[src/rtl/rau_pkg.sv]
// rtl/rau_pkg.sv - shared types and default constants for the register allocation unit
//
// Purpose : FSM state encoding, LUT entry layout and default parameter values
//           shared by the allocation map, its interface and its sub-modules.
// Ports   : none (package)
package rau_pkg;

   localparam int DEF_NUM_WARPS = 8;
   localparam int DEF_LREGS     = 8;
   localparam int DEF_NUM_BANKS = 4;
   localparam int DEF_NUM_ROWS  = 8;
   localparam int DEF_NUM_OC    = 4;

   // Slot index width for the default geometry (rows * bank pairs).
   localparam int RAU_SLOT_W = $clog2(DEF_NUM_ROWS * DEF_NUM_BANKS / 2);

   typedef enum logic [1:0] {
      ST_IDLE    = 2'd0,
      ST_ALLOC   = 2'd1,
      ST_DEALLOC = 2'd2
   } rau_state_e;

   typedef struct packed {
      logic                  valid;
      logic [RAU_SLOT_W-1:0] slot;
   } lut_entry_t;

endpackage

[src/rtl/rau_alloc_map_if.sv]
// rtl/rau_alloc_map_if.sv - request/translation bus of the register allocation map
//
// Purpose : bundles the allocation, exit, read/write translation and operand
//           collector select signals.
// Modports: master - requester side (drives requests, observes results)
//           slave  - allocation map side
interface rau_alloc_map_if
   import rau_pkg::*;
#(
   parameter int NUM_WARPS = DEF_NUM_WARPS,
   parameter int LREGS     = DEF_LREGS,
   parameter int NUM_BANKS = DEF_NUM_BANKS,
   parameter int NUM_ROWS  = DEF_NUM_ROWS,
   parameter int NUM_OC    = DEF_NUM_OC
) ();

   localparam int WW    = $clog2(NUM_WARPS);
   localparam int RW    = $clog2(LREGS);
   localparam int SRCW  = RW + 1;
   localparam int BW    = $clog2(NUM_BANKS);
   localparam int ROWW  = $clog2(NUM_ROWS);
   localparam int NSLOT = NUM_ROWS * NUM_BANKS / 2;
   localparam int FSW   = $clog2(NSLOT) + 1;

   logic              alloc_valid;
   logic              alloc_ready;
   logic [WW-1:0]     alloc_warp;
   logic [RW:0]       alloc_nreg;
   logic [7:0]        alloc_swid;
   logic              alloc_done;
   logic              alloc_err;

   logic              exit_valid;
   logic [WW-1:0]     exit_warp;
   logic [FSW-1:0]    free_slots;

   logic [WW-1:0]     rd_warp;
   logic [2*SRCW-1:0] rd_src;
   logic [1:0]        rd_en;
   logic [2*BW-1:0]   rd_bank;
   logic [2*ROWW-1:0] rd_row;
   logic [1:0]        rd_ok;
   logic              rd_conflict;

   logic              wr_en;
   logic [WW-1:0]     wr_warp;
   logic [RW-1:0]     wr_reg;
   logic [BW-1:0]     wr_bank;
   logic [ROWW-1:0]   wr_row;
   logic              wr_ok;

   logic [NUM_OC-1:0] oc_empty;
   logic [NUM_OC-1:0] oc_sel;
   logic [31:0]       special_data;

   modport master (
      output alloc_valid, alloc_warp, alloc_nreg, alloc_swid,
      output exit_valid, exit_warp,
      output rd_warp, rd_src, rd_en,
      output wr_en, wr_warp, wr_reg,
      output oc_empty,
      input  alloc_ready, alloc_done, alloc_err, free_slots,
      input  rd_bank, rd_row, rd_ok, rd_conflict,
      input  wr_bank, wr_row, wr_ok,
      input  oc_sel, special_data
   );

   modport slave (
      input  alloc_valid, alloc_warp, alloc_nreg, alloc_swid,
      input  exit_valid, exit_warp,
      input  rd_warp, rd_src, rd_en,
      input  wr_en, wr_warp, wr_reg,
      input  oc_empty,
      output alloc_ready, alloc_done, alloc_err, free_slots,
      output rd_bank, rd_row, rd_ok, rd_conflict,
      output wr_bank, wr_row, wr_ok,
      output oc_sel, special_data
   );

endinterface

[src/rtl/rau_free_pick.sv]
// rtl/rau_free_pick.sv - lowest-index free slot priority encoder
//
// Purpose : scans the slot occupancy map and returns the lowest free slot.
// Ports   : used_i  - occupancy map, bit set = slot taken
//           found_o - at least one slot is free
//           idx_o   - index of the lowest free slot (0 when none)
module rau_free_pick #(
   parameter  int NSLOT = 16,
   localparam int SLW   = $clog2(NSLOT)
) (
   input  logic [NSLOT-1:0] used_i,
   output logic             found_o,
   output logic [SLW-1:0]   idx_o
);

   // Descending scan so the lowest free index is the last one written.
   always_comb begin
      found_o = 1'b0;
      idx_o   = '0;
      for (int s = NSLOT - 1; s >= 0; s--) begin
         if (!used_i[s]) begin
            found_o = 1'b1;
            idx_o   = SLW'(s);
         end
      end
   end

endmodule

[src/rtl/rau_alloc_map.sv]
// rtl/rau_alloc_map.sv - per-warp logical-to-physical register slot allocation map
//
// Purpose : allocates register slots (two adjacent banks of one row) to warps,
//           frees them on warp exit, and translates logical register reads and
//           writes into physical bank/row coordinates. Also selects the lowest
//           empty operand collector.
// Ports   : clk        - clock
//           rst        - asynchronous active-high reset
//           bus        - rau_alloc_map_if.slave (alloc/exit/translate/oc signals)
// Config  : RAU_SPECIAL_REG_EN - per-warp special register (software warp ID)
//           readable through a source operand with its MSB set.
module rau_alloc_map
   import rau_pkg::*;
#(
   parameter int NUM_WARPS = DEF_NUM_WARPS,
   parameter int LREGS     = DEF_LREGS,
   parameter int NUM_BANKS = DEF_NUM_BANKS,
   parameter int NUM_ROWS  = DEF_NUM_ROWS,
   parameter int NUM_OC    = DEF_NUM_OC
) (
   input  logic          clk,
   input  logic          rst,
   rau_alloc_map_if.slave bus
);

   localparam int WW    = $clog2(NUM_WARPS);
   localparam int RW    = $clog2(LREGS);
   localparam int NW    = RW + 1;
   localparam int SRCW  = RW + 1;
   localparam int MAXS  = LREGS / 2;
   localparam int MW    = $clog2(MAXS);
   localparam int BW    = $clog2(NUM_BANKS);
   localparam int HB    = $clog2(NUM_BANKS / 2);
   localparam int ROWW  = $clog2(NUM_ROWS);
   localparam int NSLOT = NUM_ROWS * NUM_BANKS / 2;
   localparam int SLW   = $clog2(NSLOT);
   localparam int FSW   = SLW + 1;

   typedef struct packed {
      logic            ok;
      logic [BW-1:0]   bank;
      logic [ROWW-1:0] row;
   } xlat_t;

   rau_state_e       state_q, state_d;
   lut_entry_t       lut_q [NUM_WARPS][MAXS];
   logic [NSLOT-1:0] used_q;
   logic [FSW-1:0]   free_cnt_q;
   logic [WW-1:0]    warp_q;
   logic [MW-1:0]    k_q;
   logic [NW-1:0]    rem_q;
   logic [WW-1:0]    exit_warp_q;
   logic             done_q;
   logic             err_q;

   logic             accept;
   logic             grant;
   logic             dealloc;
   logic             ready_c;
   logic             alloc_bad;
   logic             warp_busy;
   logic [NW-1:0]    need;
   logic [FSW-1:0]   dealloc_cnt;
   logic             pick_found;
   logic [SLW-1:0]   pick_idx;

   rau_free_pick #(.NSLOT(NSLOT)) u_free_pick (
      .used_i  (used_q),
      .found_o (pick_found),
      .idx_o   (pick_idx)
   );

   // ceil(nreg/2) without overflowing the nreg width.
   assign need = {1'b0, bus.alloc_nreg[RW:1]} + NW'(bus.alloc_nreg[0]);

   always_comb begin
      warp_busy = 1'b0;
      for (int k = 0; k < MAXS; k++) begin
         warp_busy = warp_busy | lut_q[bus.alloc_warp][k].valid;
      end
   end

   assign alloc_bad = warp_busy || (int'(need) > MAXS) || (need == '0);

   always_comb begin
      dealloc_cnt = '0;
      for (int k = 0; k < MAXS; k++) begin
         if (lut_q[exit_warp_q][k].valid) begin
            dealloc_cnt = dealloc_cnt + FSW'(1);
         end
      end
   end

   // Control FSM: exit requests take precedence over allocation in IDLE.
   always_comb begin
      state_d = state_q;
      accept  = 1'b0;
      grant   = 1'b0;
      dealloc = 1'b0;
      ready_c = 1'b0;
      case (state_q)
         ST_IDLE: begin
            ready_c = !bus.exit_valid && (int'(free_cnt_q) >= int'(need));
            if (bus.exit_valid) begin
               state_d = ST_DEALLOC;
            end else if (bus.alloc_valid && ready_c) begin
               accept = 1'b1;
               // Rejected requests are consumed but leave the FSM in IDLE.
               if (!alloc_bad) begin
                  state_d = ST_ALLOC;
               end
            end
         end
         ST_ALLOC: begin
            grant = pick_found;
            if (rem_q <= NW'(1)) begin
               state_d = ST_IDLE;
            end
         end
         ST_DEALLOC: begin
            dealloc = 1'b1;
            state_d = ST_IDLE;
         end
         default: state_d = ST_IDLE;
      endcase
   end

   always_ff @(posedge clk or posedge rst) begin
      if (rst) begin
         state_q <= ST_IDLE;
      end else begin
         state_q <= state_d;
      end
   end

   always_ff @(posedge clk or posedge rst) begin
      if (rst) begin
         lut_q       <= '{default: '0};
         used_q      <= '0;
         free_cnt_q  <= FSW'(NSLOT);
         warp_q      <= '0;
         k_q         <= '0;
         rem_q       <= '0;
         exit_warp_q <= '0;
         done_q      <= 1'b0;
         err_q       <= 1'b0;
      end else begin
         done_q <= 1'b0;
         err_q  <= 1'b0;

         if (state_q == ST_IDLE && bus.exit_valid) begin
            exit_warp_q <= bus.exit_warp;
         end

         if (accept) begin
            if (alloc_bad) begin
               err_q <= 1'b1;
            end else begin
               warp_q <= bus.alloc_warp;
               k_q    <= '0;
               rem_q  <= need;
            end
         end

         if (grant) begin
            lut_q[warp_q][k_q] <= '{valid: 1'b1, slot: RAU_SLOT_W'(pick_idx)};
            used_q[pick_idx]   <= 1'b1;
            free_cnt_q         <= free_cnt_q - FSW'(1);
            k_q                <= k_q + MW'(1);
            rem_q              <= rem_q - NW'(1);
            // Registered here so the pulse lands in the cycle after the last grant.
            if (rem_q == NW'(1)) begin
               done_q <= 1'b1;
            end
         end

         if (dealloc) begin
            for (int k = 0; k < MAXS; k++) begin
               if (lut_q[exit_warp_q][k].valid) begin
                  lut_q[exit_warp_q][k].valid                 <= 1'b0;
                  used_q[SLW'(lut_q[exit_warp_q][k].slot)]    <= 1'b0;
               end
            end
            free_cnt_q <= free_cnt_q + dealloc_cnt;
         end
      end
   end

   // Slot s lives in row s/(NUM_BANKS/2); the register LSB picks the bank of the pair.
   function automatic xlat_t xlat(input lut_entry_t ent, input logic en, input logic lsb);
      xlat_t          r;
      logic [SLW-1:0] slot;
      r    = '0;
      slot = SLW'(ent.slot);
      if (en && ent.valid) begin
         r.ok   = 1'b1;
         r.row  = slot[SLW-1:HB];
         r.bank = {slot[HB-1:0], lsb};
      end
      return r;
   endfunction

   logic [SRCW-1:0] src0, src1;
   logic            spec0, spec1;
   xlat_t           x0, x1, xw;

   assign src0  = bus.rd_src[SRCW-1:0];
   assign src1  = bus.rd_src[2*SRCW-1:SRCW];
   assign spec0 = src0[SRCW-1];
   assign spec1 = src1[SRCW-1];

   // Special operands never consult the LUT, so they carry no bank/row.
   assign x0 = xlat(lut_q[bus.rd_warp][src0[RW-1:1]], bus.rd_en[0] & ~spec0, src0[0]);
   assign x1 = xlat(lut_q[bus.rd_warp][src1[RW-1:1]], bus.rd_en[1] & ~spec1, src1[0]);
   assign xw = xlat(lut_q[bus.wr_warp][bus.wr_reg[RW-1:1]], bus.wr_en, bus.wr_reg[0]);

   assign bus.rd_bank     = {x1.bank, x0.bank};
   assign bus.rd_row      = {x1.row, x0.row};
   assign bus.rd_conflict = x0.ok & x1.ok & (x0.bank == x1.bank);
   assign bus.wr_bank     = xw.bank;
   assign bus.wr_row      = xw.row;
   assign bus.wr_ok       = xw.ok;

`ifdef RAU_SPECIAL_REG_EN
   logic [7:0] special_q [NUM_WARPS];
   logic       sh0, sh1;

   always_ff @(posedge clk or posedge rst) begin
      if (rst) begin
         special_q <= '{default: '0};
      end else if (accept && !alloc_bad) begin
         special_q[bus.alloc_warp] <= bus.alloc_swid;
      end
   end

   assign sh0              = bus.rd_en[0] & spec0;
   assign sh1              = bus.rd_en[1] & spec1;
   assign bus.rd_ok        = {x1.ok | sh1, x0.ok | sh0};
   assign bus.special_data = (sh0 | sh1) ? {24'd0, special_q[bus.rd_warp]} : 32'd0;
`else
   logic unused_swid;

   assign unused_swid      = ^bus.alloc_swid;
   assign bus.rd_ok        = {x1.ok, x0.ok};
   assign bus.special_data = 32'd0;
`endif

   // Isolate the lowest set bit of the empty mask.
   assign bus.oc_sel      = bus.oc_empty & (~bus.oc_empty + NUM_OC'(1));

   assign bus.alloc_ready = ready_c;
   assign bus.alloc_done  = done_q;
   assign bus.alloc_err   = err_q;
   assign bus.free_slots  = free_cnt_q;

endmodule

[src/flat_wrapper.sv]
// flat-port wrapper written by rule: the top's interface ports become plain ports
module rau_alloc_map_flat import rau_pkg::*;
#(
   parameter int NUM_WARPS = DEF_NUM_WARPS,
   parameter int LREGS     = DEF_LREGS,
   parameter int NUM_BANKS = DEF_NUM_BANKS,
   parameter int NUM_ROWS  = DEF_NUM_ROWS,
   parameter int NUM_OC    = DEF_NUM_OC
)
  (clk, rst, bus_alloc_valid, bus_alloc_warp, bus_alloc_nreg, bus_alloc_swid, bus_exit_valid, bus_exit_warp, bus_rd_warp, bus_rd_src, bus_rd_en, bus_wr_en, bus_wr_warp, bus_wr_reg, bus_oc_empty, bus_alloc_ready, bus_alloc_done, bus_alloc_err, bus_free_slots, bus_rd_bank, bus_rd_row, bus_rd_ok, bus_rd_conflict, bus_wr_bank, bus_wr_row, bus_wr_ok, bus_oc_sel, bus_special_data);
  rau_alloc_map_if #(.NUM_WARPS(NUM_WARPS), .LREGS(LREGS), .NUM_BANKS(NUM_BANKS), .NUM_ROWS(NUM_ROWS), .NUM_OC(NUM_OC)) bus_i ();
  input  logic clk;
  input  logic rst;
  input wire logic [$bits(bus_i.alloc_valid)-1:0] bus_alloc_valid;
  input wire logic [$bits(bus_i.alloc_warp)-1:0] bus_alloc_warp;
  input wire logic [$bits(bus_i.alloc_nreg)-1:0] bus_alloc_nreg;
  input wire logic [$bits(bus_i.alloc_swid)-1:0] bus_alloc_swid;
  input wire logic [$bits(bus_i.exit_valid)-1:0] bus_exit_valid;
  input wire logic [$bits(bus_i.exit_warp)-1:0] bus_exit_warp;
  input wire logic [$bits(bus_i.rd_warp)-1:0] bus_rd_warp;
  input wire logic [$bits(bus_i.rd_src)-1:0] bus_rd_src;
  input wire logic [$bits(bus_i.rd_en)-1:0] bus_rd_en;
  input wire logic [$bits(bus_i.wr_en)-1:0] bus_wr_en;
  input wire logic [$bits(bus_i.wr_warp)-1:0] bus_wr_warp;
  input wire logic [$bits(bus_i.wr_reg)-1:0] bus_wr_reg;
  input wire logic [$bits(bus_i.oc_empty)-1:0] bus_oc_empty;
  output wire logic [$bits(bus_i.alloc_ready)-1:0] bus_alloc_ready;
  output wire logic [$bits(bus_i.alloc_done)-1:0] bus_alloc_done;
  output wire logic [$bits(bus_i.alloc_err)-1:0] bus_alloc_err;
  output wire logic [$bits(bus_i.free_slots)-1:0] bus_free_slots;
  output wire logic [$bits(bus_i.rd_bank)-1:0] bus_rd_bank;
  output wire logic [$bits(bus_i.rd_row)-1:0] bus_rd_row;
  output wire logic [$bits(bus_i.rd_ok)-1:0] bus_rd_ok;
  output wire logic [$bits(bus_i.rd_conflict)-1:0] bus_rd_conflict;
  output wire logic [$bits(bus_i.wr_bank)-1:0] bus_wr_bank;
  output wire logic [$bits(bus_i.wr_row)-1:0] bus_wr_row;
  output wire logic [$bits(bus_i.wr_ok)-1:0] bus_wr_ok;
  output wire logic [$bits(bus_i.oc_sel)-1:0] bus_oc_sel;
  output wire logic [$bits(bus_i.special_data)-1:0] bus_special_data;
  assign bus_i.alloc_valid = bus_alloc_valid;
  assign bus_i.alloc_warp = bus_alloc_warp;
  assign bus_i.alloc_nreg = bus_alloc_nreg;
  assign bus_i.alloc_swid = bus_alloc_swid;
  assign bus_i.exit_valid = bus_exit_valid;
  assign bus_i.exit_warp = bus_exit_warp;
  assign bus_i.rd_warp = bus_rd_warp;
  assign bus_i.rd_src = bus_rd_src;
  assign bus_i.rd_en = bus_rd_en;
  assign bus_i.wr_en = bus_wr_en;
  assign bus_i.wr_warp = bus_wr_warp;
  assign bus_i.wr_reg = bus_wr_reg;
  assign bus_i.oc_empty = bus_oc_empty;
  assign bus_alloc_ready = bus_i.alloc_ready;
  assign bus_alloc_done = bus_i.alloc_done;
  assign bus_alloc_err = bus_i.alloc_err;
  assign bus_free_slots = bus_i.free_slots;
  assign bus_rd_bank = bus_i.rd_bank;
  assign bus_rd_row = bus_i.rd_row;
  assign bus_rd_ok = bus_i.rd_ok;
  assign bus_rd_conflict = bus_i.rd_conflict;
  assign bus_wr_bank = bus_i.wr_bank;
  assign bus_wr_row = bus_i.wr_row;
  assign bus_wr_ok = bus_i.wr_ok;
  assign bus_oc_sel = bus_i.oc_sel;
  assign bus_special_data = bus_i.special_data;
  rau_alloc_map #(.NUM_WARPS(NUM_WARPS), .LREGS(LREGS), .NUM_BANKS(NUM_BANKS), .NUM_ROWS(NUM_ROWS), .NUM_OC(NUM_OC)) u_core (.clk(clk), .rst(rst), .bus(bus_i));
endmodule
[config.mk]
export PLATFORM = sky130hd
export DESIGN_NAME = rau_alloc_map_flat
export DESIGN_NICKNAME = d
export VERILOG_FILES = /design/src/rtl/rau_pkg.sv /design/src/rtl/rau_alloc_map_if.sv /design/src/rtl/rau_free_pick.sv /design/src/rtl/rau_alloc_map.sv /design/src/flat_wrapper.sv
export SDC_FILE = /design/constraint.sdc
export NUM_CORES = 1
export LEC_CHECK = 0
export ABC_CLOCK_PERIOD_IN_PS = 5150
export CAP_MARGIN = 15
export CORE_ASPECT_RATIO = 2
export CORE_UTILIZATION = 59
export CTS_BUF_LIST = sky130_fd_sc_hd__clkbuf_16
export DETAILED_ROUTE_END_ITERATION = 6
export DONT_BUFFER_PORTS = 1
export PLACE_DENSITY = 0.8
export SLEW_MARGIN = 10
export SYNTH_ARGS = -nofsm -noshare
export SYNTH_HDL_FRONTEND = slang
export SYNTH_HIERARCHICAL = 1
export SYNTH_SLANG_ARGS = --single-unit
[constraint.sdc]
create_clock -name clk -period 5.15 [get_ports clk]
set_input_delay 0.2575 -clock clk [delete_from_list [all_inputs] [get_ports clk]]
set_output_delay 0.2575 -clock clk [all_outputs]
set_load 0.02 [all_outputs]
# Word-level counts from Yosys, hierarchy flattened

Index checks and enable logic that the tools add are counted.

Register bits: 197
Output and inout bits: 63
Bits of input ports: 46
Word-level logic and storage cells: 297

Reduce and logical (&&, ||, !) cells: 24
Bitwise gates (word level): 30
Magnitude comparators: 25
Mux-type cells: 128
Eq/ne operators: 8
Add/subtract/negate cells: 9

Operator list:

| cell               | number |
|---|---|
| $mux 160           | 9 |
| $bwmux 160         | 5 |
| $demux 20 s3       | 5 |
| $bmux 20 s3        | 4 |
| $mux 20            | 10 |
| $mux 16            | 9 |
| $mux 4             | 19 |
| $mux 5             | 13 |
| $and 16x16->16     | 4 |
| $not 16->16        | 4 |
| $mux 1             | 32 |
| $bmux 5 s2         | 3 |
| $lt 4x5->1 const B | 5 |
| $demux 1 s4        | 5 |
| $ge 4x1->1 const B | 5 |
| $ge 4x4->1 const B | 5 |
| $not 3->4          | 5 |
| $mux 6             | 3 |
| $or 16x16->16      | 1 |
| $mux 15            | 1 |
| $logic_and 1x1->1  | 14 |
| $mux 2             | 7 |
| $ge 3x3->1 const B | 4 |
| $not 2->3          | 4 |
| other kinds (35)   | 48 |

# Depth between registers and ports, before layout

Gate-level depths: netlist of the first run.

Depth in word-level cells: 34
Gate-level depth with buffers: 20
Depth with buffers taken out: 17

# Cells and area by module

The synthesis of the first run kept the hierarchy.

Modules (own cells, without submodules):

| module        | times used | seq. area each (um^2) | cells each | area each (um^2) |
|---|---|---|---|---|
| rau_alloc_map | 1          | 4931.0                | 1064       | 13332.8 |
| rau_free_pick | 1          | 0.0                   | 34         | 166.4 |

# Worst setup path after synthesis of the first run

Ideal clock, no wire load.

Kind: flip-flop to flip-flop
Start: register u_core.exit_warp_q[0]
End: register u_core.free_cnt_q[4] (netlist: u_core/bus.free_slots[4])
Cell stages (with the launch flop): 17
Clock period less this slack: 3.736 ns
Buffers on the path: 2
Path slack: 1.414 ns
Arrival: 3.661 ns
Required time: 5.075 ns
Library setup time: 0.075 ns
Path through: dfrtp_1 -> buf_6 -> buf_6 -> mux4_2 -> o21ai_1 -> ha_1 -> xnor2_1 -> ha_1 -> inv_1 -> nor2_1 -> xnor2_1 -> nand2_1 -> ha_1 -> a21o_1 -> a21oi_1 -> mux2i_1 -> xnor2_1

Word-level cells in the longest chain between the ends: 13

Ends and longest elaborated chain:

| what                                            | RTL line             | source |
|---|---|---|
| start, declared                                 | rau_alloc_map.sv:52  | `logic [WW-1:0] exit_warp_q;` |
| start signal, assigned                          | rau_alloc_map.sv:152 | `exit_warp_q <= bus.exit_warp;` |
| $not 3->4 (implied by the code) (*)             | rau_alloc_map.sv:88  | `if (lut_q[exit_warp_q][k].valid) begin` |
| $bmux 20 s3 (*)                                 | rau_alloc_map.sv:88  |  |
| $mux 20 (implied by the code) (*) (2 in series) | rau_alloc_map.sv:88  |  |
| $mux 1                                          | rau_alloc_map.sv:88  |  |
| $add 1x1->2                                     | rau_alloc_map.sv:89  | `dealloc_cnt = dealloc_cnt + FSW'(1);` |
| $mux 5                                          | rau_alloc_map.sv:88  |  |
| $add 5x1->5                                     | rau_alloc_map.sv:89  |  |
| $mux 5                                          | rau_alloc_map.sv:88  |  |
| $add 5x1->5                                     | rau_alloc_map.sv:89  |  |
| $mux 5 (*)                                      | rau_alloc_map.sv:88  |  |
| $add 5x5->5 (*)                                 | rau_alloc_map.sv:184 | `free_cnt_q <= free_cnt_q + dealloc_cnt;` |
| $mux 5 (*)                                      | rau_alloc_map.sv:177 | `if (dealloc) begin` |
| end signal, assigned                            | rau_alloc_map.sv:140 | `free_cnt_q <= FSW'(NSLOT);` |
| end signal, assigned                            | rau_alloc_map.sv:168 | `free_cnt_q <= free_cnt_q - FSW'(1);` |
| end signal, assigned                            | rau_alloc_map.sv:184 |  |
| end, declared                                   | rau_alloc_map.sv:48  | `logic [FSW-1:0] free_cnt_q;` |

Every way passes the cells marked *; elsewhere a longest branch is shown, timed or not. The select of a mux whose other input is x is not followed.
A chain may end at the register's enable or synchronous reset.

# Worst setup path after layout of the first run

Same ends and word-level chain as after synthesis.

==> results_dict.tcl, run 1 <==
set metrics [dict create \
    status "finished, final reports clean" \
    die_w_um 109 \
    grt-ovfl-total 0 \
    gp_congestion 0.997 \
    first_global_vias 9997 \
    synth_edf_count 0 \
    max_freq_mhz 236 \
    ys_seq_elements 197 \
    final_cell_area_um2 14100 \
    arrival_ps 4610 \
    clockRootBuffer "clkbuf_16" \
    start_kind "register" \
    pwr-share-seq 0.380 \
    vias_per_cell 7.32 \
    avgSynthCellArea_um2 12.3 \
    tns_ps 0 \
    clockPowerShare 0.211 \
    layout_commonest_cell "dfrtp_1" \
    period_share 0.821 \
    hold_viol 0 \
    drt_iter0_drc 1046 \
    p_leak_nw 6.05 \
    dieArea_um2 23500 \
    start_util 0.599 \
    port_buffers 0 \
    num-fill-cells 1739 \
    layout_common_cells "194 x dfrtp_1, 141 x mux2_2, 125 x mux4_2" \
    pwr_density_cell_nw_per_um2 427 \
    grt_max_degree 158 \
    synth_area_um2 13500 \
    p_sw_mw 2.41 \
    synth-async-reset-ratio 1.00 \
    wl_per_cell_um 29.5 \
    min_period_ps 4230 \
    hp-class "in2reg" \
    setup_violations 0 \
    maxCapViolCount 0 \
    drtPass1Iterations 5 \
    cp_num_buf_inv 1 \
    seq_area_frac_synth 0.365 \
    critPathMaxFanout 15 \
    cts_resized 0 \
    worst-setup-path-type "reg2reg" \
    coreArea_um2 22500 \
    peakVddDrop_mv 0.340 \
    syn_inst 1098 \
    rows 78 \
    place_area_um2 13500 \
    wl_mm 40.0 \
    clk_latency_ps 450 \
    endpoint_kind "register" \
    synth_cell_types 71 \
    antenna_found_initial 0 \
    die_y_um 216 \
    path_cells "mux4_2 > o21ai_1 > ha_1 > xnor2_1 > ha_1 > inv_1 > nor2_1 > xnor2_1 > nand2_1 > ha_1 > a21o_1 > a21oi_1 > mux2i_1 > xnor2_1" \
    synthFlopType "dfrtp_1" \
    drtAntennaViolNets 0 \
    holdWs_ps 31.6 \
    grtUsageTotal 0.362 \
    relSlewSlack 0.244 \
    p_int_mw 3.61 \
    grt_first_pass_wirelength_mm 60.5 \
    clkTransAtPathRegs_ps 70 \
    fin_skew_ps 11.9 \
    drive_gt1_frac 0.305 \
    critPathSlowestCell "dfrtp_2" \
    n_antenna_cell 0 \
    rsz0062_at_grt "false" \
    ys_warn_count 6 \
    worstMarginPinSlew_ps 1130 \
    ios 109 \
    cts_tree "yes" \
    cpPeakStageDelay_ps 690 \
    switching_share 0.400 \
    dp_hpwl_mm 28.9 \
    cts_sinks 197 \
    path_delay_family "compound AO/OA/AOI/OAI gates" \
    crit_required_ps 5530 \
    vias 9936 \
    area_growth_pct 4.43 \
    slew_viol_final 0 \
    h-tree-depth 4 \
    power_mw 6.02 \
    cts_buffer_depth 2 \
    drc 0 \
    numCtsBuffers 17 \
    p_comb_frac 0.409 \
    nets 1131 \
]
-- cell usage after synthesis, types with 5 or more instances --
cell type	number	share of area
clkbuf_1	34	0.0095
nand3b_1	12	0.0067
nand3_1	23	0.0085
nand2b_1	14	0.0065
o21ai_0	19	0.0070
mux2_2	141	0.12
a31oi_1	8	0.0037
a22oi_1	10	0.0056
and2_1	9	0.0042
o22a_1	16	0.010
inv_1	44	0.012
dfrtp_1	196	0.36
mux4_2	125	0.21
nor2_1	77	0.021
a32oi_1	6	0.0039
a221o_1	5	0.0037
buf_4	39	0.022
nand2_1	59	0.016
nand4_1	5	0.0023
mux2i_1	32	0.024
xnor2_1	6	0.0039
buf_2	18	0.0067
nor4_1	8	0.0037
nor3_1	16	0.0059
a21oi_1	54	0.020
mux4_1	13	0.025
buf_1	6	0.0017
nor2b_1	7	0.0032
nor3b_1	12	0.0067
ha_1	18	0.017
-- through the flow --
step	util	instances	worst slack [ps]
final	0.625	1357	920
after global routing	0.625	1357	605
after CTS	0.625	1357	950
after detailed placement	0.599	1321	987
after global placement	0.599	1321	998
after floorplan	-	1129	1410
-- worst paths after layout --
| check | start | to | slack (ps) | cells past startpoint |
|---|---|---|---|---|
| max in group asynchronous | rst | u_core/used_q[13] | 3260 | 3 |
| worst min-delay path | bus_alloc_warp[1] | u_core/warp_q[1] | 30 | 2 |
| worst max register to register | u_core/exit_warp_q[0] | u_core/bus.free_slots[4] | 920 | 14 |
| min in group asynchronous | rst | async pin | 480 | 2 |
| worst max-delay path | u_core/exit_warp_q[0] | u_core/bus.free_slots[4] | 920 | 14 |
| worst min register to register | u_core/rem_q[3] | u_core/bus.alloc_done | 490 | 1 |
-- power by group through the flow --
stage	Clock (mW)	Sequential, mW	Combinational (mW)
after detailed placement	0	2.30	2.41
final	1.27	2.29	2.46
after CTS	1.28	2.27	2.43
after global routing	1.34	2.33	2.64
after floorplan	0	2.09	2.07
after global placement	0	2.27	2.36
-- logic make-up (layout without fill, tap and decap cells) --
family	Yosys count	count (layout)	synth area share
AO/OA/AOI/OAI	155	155	0.0775
flip-flops	197	197	0.365
adder cells (fa/ha/maj)	20	20	0.0189
AND/OR/NAND/NOR	254	254	0.0923
buffers and inverters	145	93	0.0564
multiplexers	316	316	0.383
other	1	32	0.000278
XOR/XNOR	10	10	0.00649
-- worst reg2reg max path: stages, from the launching register on --
cell and delay [ps]:
dfrtp_2 690, mux4_2 630, o21ai_1 600, ha_1 390, xnor2_1 240, ha_1 180, inv_1 40, nor2_1 120
xnor2_1 130, nand2_1 70, ha_1 330, a21o_1 200, a21oi_1 180, mux2i_1 240, xnor2_1 130
-- what timing repair did --
action,4_1_cts,5_1_grt
hold endpoints to repair,44,0
buffers inserted,0,0
hold buffers,6,0
endpoints found under the setup margin,0,0
-- area by class of cell --
class,count,area (um2),area share
tap,280,350,0.0249
sequential,197,4930,0.350
inverter,44,169,0.0120
multi-input combinational,787,7940,0.563
timing repair buffer,19,170,0.0121
clock buffer,17,425,0.0302
clock inverter,13,109,0.00772
-- per-layer routing --
layer,global-route usage,up-vias,routed length (um)
met5,0,-,0
met3,0.0707,199,2940
met1,0.387,5032,12600
met2,0.601,623,20600
li1,-,4082,-
met4,0.300,0,3880
(Power assumes the default switching activity.)
==> run 2: changes to the inputs <==
--- a/config.mk
+++ b/config.mk
@@ -5,14 +5,14 @@
 export SDC_FILE = /design/constraint.sdc
 export NUM_CORES = 1
 export LEC_CHECK = 0
-export ABC_CLOCK_PERIOD_IN_PS = 5150
+export ABC_CLOCK_PERIOD_IN_PS = 4200
 export CAP_MARGIN = 15
 export CORE_ASPECT_RATIO = 2
-export CORE_UTILIZATION = 59
+export CORE_UTILIZATION = 65
 export CTS_BUF_LIST = sky130_fd_sc_hd__clkbuf_16
 export DETAILED_ROUTE_END_ITERATION = 6
 export DONT_BUFFER_PORTS = 1
-export PLACE_DENSITY = 0.8
+export PLACE_DENSITY = 0.83
 export SLEW_MARGIN = 10
 export SYNTH_ARGS = -nofsm -noshare
 export SYNTH_HDL_FRONTEND = slang
==> constraint.sdc (replaced) <==
create_clock -name clk -period 4.2 [get_ports clk]
set_input_delay 0.21 -clock clk [delete_from_list [all_inputs] [get_ports clk]]
set_output_delay 0.21 -clock clk [all_outputs]
set_load 0.02 [all_outputs]
==> results_dict.tcl, run 2 (synthesis results as in run 1) <==
set metrics [dict create \
    endpoint_kind "register" \
    pwr_density_cell_nw_per_um2 535 \
    port_buffers 0 \
    utilization 0.695 \
    worst-setup-path-type "reg2reg" \
    period_share 0.904 \
    multi_input_area_um2 7950 \
    dp_hpwl_mm 29.3 \
    nets 1137 \
    die_w_um 104 \
    holdWs_ps 62.7 \
    clockRootBuffer "clkbuf_16" \
    numCtsBuffers 17 \
    rsz0062_at_grt "false" \
    arrival_ps 4180 \
    max_freq_mhz 264 \
    final_cell_area_um2 14200 \
    setup_violations 0 \
    peakVddDrop_mv 0.443 \
    place_area_um2 13500 \
    fin_skew_ps 8.38 \
    drt_iter0_drc 1150 \
    grt-ovfl-total 0 \
    hp-class "in2reg" \
    gp_congestion 1.04 \
    start_kind "register" \
    drc 1 \
    drtAntennaViolNets 0 \
    hold_viol 0 \
    cpPeakStageDelay_ps 520 \
    wl_mm 40.9 \
    cts_resized 0 \
    min_period_ps 3790 \
    layout_commonest_cell "dfrtp_1" \
    cts_tree "yes" \
    dieArea_um2 21400 \
    start_util 0.663 \
    first_global_vias 10400 \
    clk_latency_ps 450 \
    clkTransAtPathRegs_ps 70 \
    num-fill-cells 1438 \
    antenna_found_initial 0 \
    critPathMaxFanout 14 \
    path_delay_family "compound AO/OA/AOI/OAI gates" \
    area_growth_pct 4.90 \
    ios 109 \
    vias 10200 \
    vias_per_cell 7.58 \
    critPathSlowestCell "dfrtp_2" \
    grt_max_degree 101 \
    tns_ps 0 \
    violations "design-rule violations" \
    power_mw 7.58 \
    layout.area.seq_um2 4930 \
    rows 74 \
    cts_buffer_depth 2 \
    wl_per_cell_um 30.3 \
    relSlewSlack 0.223 \
    slew_viol_final 0 \
    layout_common_cells "194 x dfrtp_1, 141 x mux2_2, 125 x mux4_2" \
    maxCapViolCount 0 \
    cts_sinks 197 \
    die_y_um 206 \
    coreArea_um2 20400 \
    drive_gt1_frac 0.311 \
    cp_num_buf_inv 4 \
    drtPass1Iterations 7 \
    worstMarginPinSlew_ps 1160 \
    p_leak_nw 6.10 \
    path_cells "buf_4 > nor2b_1 > a22oi_1 > o21ai_1 > buf_4 > inv_1 > ha_1 > nand2_1 > o21ai_0 > ha_1 > mux2i_1 > and2_1 > fa_1 > inv_1 > a21o_1 > a21oi_1 > mux2i_1 > xnor2_1" \
    grt_first_pass_wirelength_mm 62.5 \
    status "finished with violations" \
    n_antenna_cell 0 \
    grtUsageTotal 0.404 \
    h-tree-depth 4 \
    crit_required_ps 4580 \
]
[run 2: per-stage QoR]
step	worst slack (ps)	instances
2_1_floorplan	464	1129
3_3_place_gp	578	1312
3_5_place_dp	472	1312
4_1_cts	429	1351
5_1_grt	103	1351
6_report	405	1351
[run 2: final timing paths]
check	startpoint	to	slack (ps)	cells past startpoint
worst max-delay path	u_core/exit_warp_q[0]	u_core/bus.free_slots[4]	410	18
worst min-delay path	bus_exit_valid	u_core/state_q[1]	60	1
worst max register to register	u_core/exit_warp_q[0]	u_core/bus.free_slots[4]	410	18
worst min register to register	u_core/rem_q[3]	u_core/bus.alloc_done	520	1
max in group asynchronous	rst	async pin	3230	3
min in group asynchronous	rst	async pin	360	3
[run 2: worst reg2reg max path, stage by stage, from the launching register on]
cell	delay [ps]
dfrtp_2	520
buf_4	340
nor2b_1	310
a22oi_1	170
o21ai_1	150
buf_4	210
inv_1	60
ha_1	190
nand2_1	50
o21ai_0	110
ha_1	290
mux2i_1	200
and2_1	180
fa_1	210
inv_1	50
a21o_1	150
a21oi_1	160
mux2i_1	230
xnor2_1	140
[run 2: what timing repair did]
| action | in CTS | in global routing |
|---|---|---|
| setup buffers | 0 | 0 |
| hold buffers | 7 | 0 |
| hold endpoints to repair | 202 | 0 |
[run 2: power by group]
group	switching (mW)	internal (mW)	total [mW]
logic	1.82	1.41	3.22
clock network	0.778	0.822	1.60
registers	0.507	2.25	2.76
[run 2: final cells by class]
cell class / instances / share of cell area
clock buffers: 17 / 0.0300
clock inverters: 15 / 0.00910
inverters: 44 / 0.0119
multi-input cells: 787 / 0.562
flip-flops and latches: 197 / 0.348
well taps: 266 / 0.0235
repair buffers: 25 / 0.0154
[run 2: routing by layer]
layer,routed length (um),track usage,vias to the layer above,share of wire
met4,4510,0.393,0,0.11
met3,4030,0.118,244,0.098
met5,0,0,-,0
li1,-,-,4095,-
met1,12200,0.410,5113,0.30
met2,20200,0.660,789,0.49
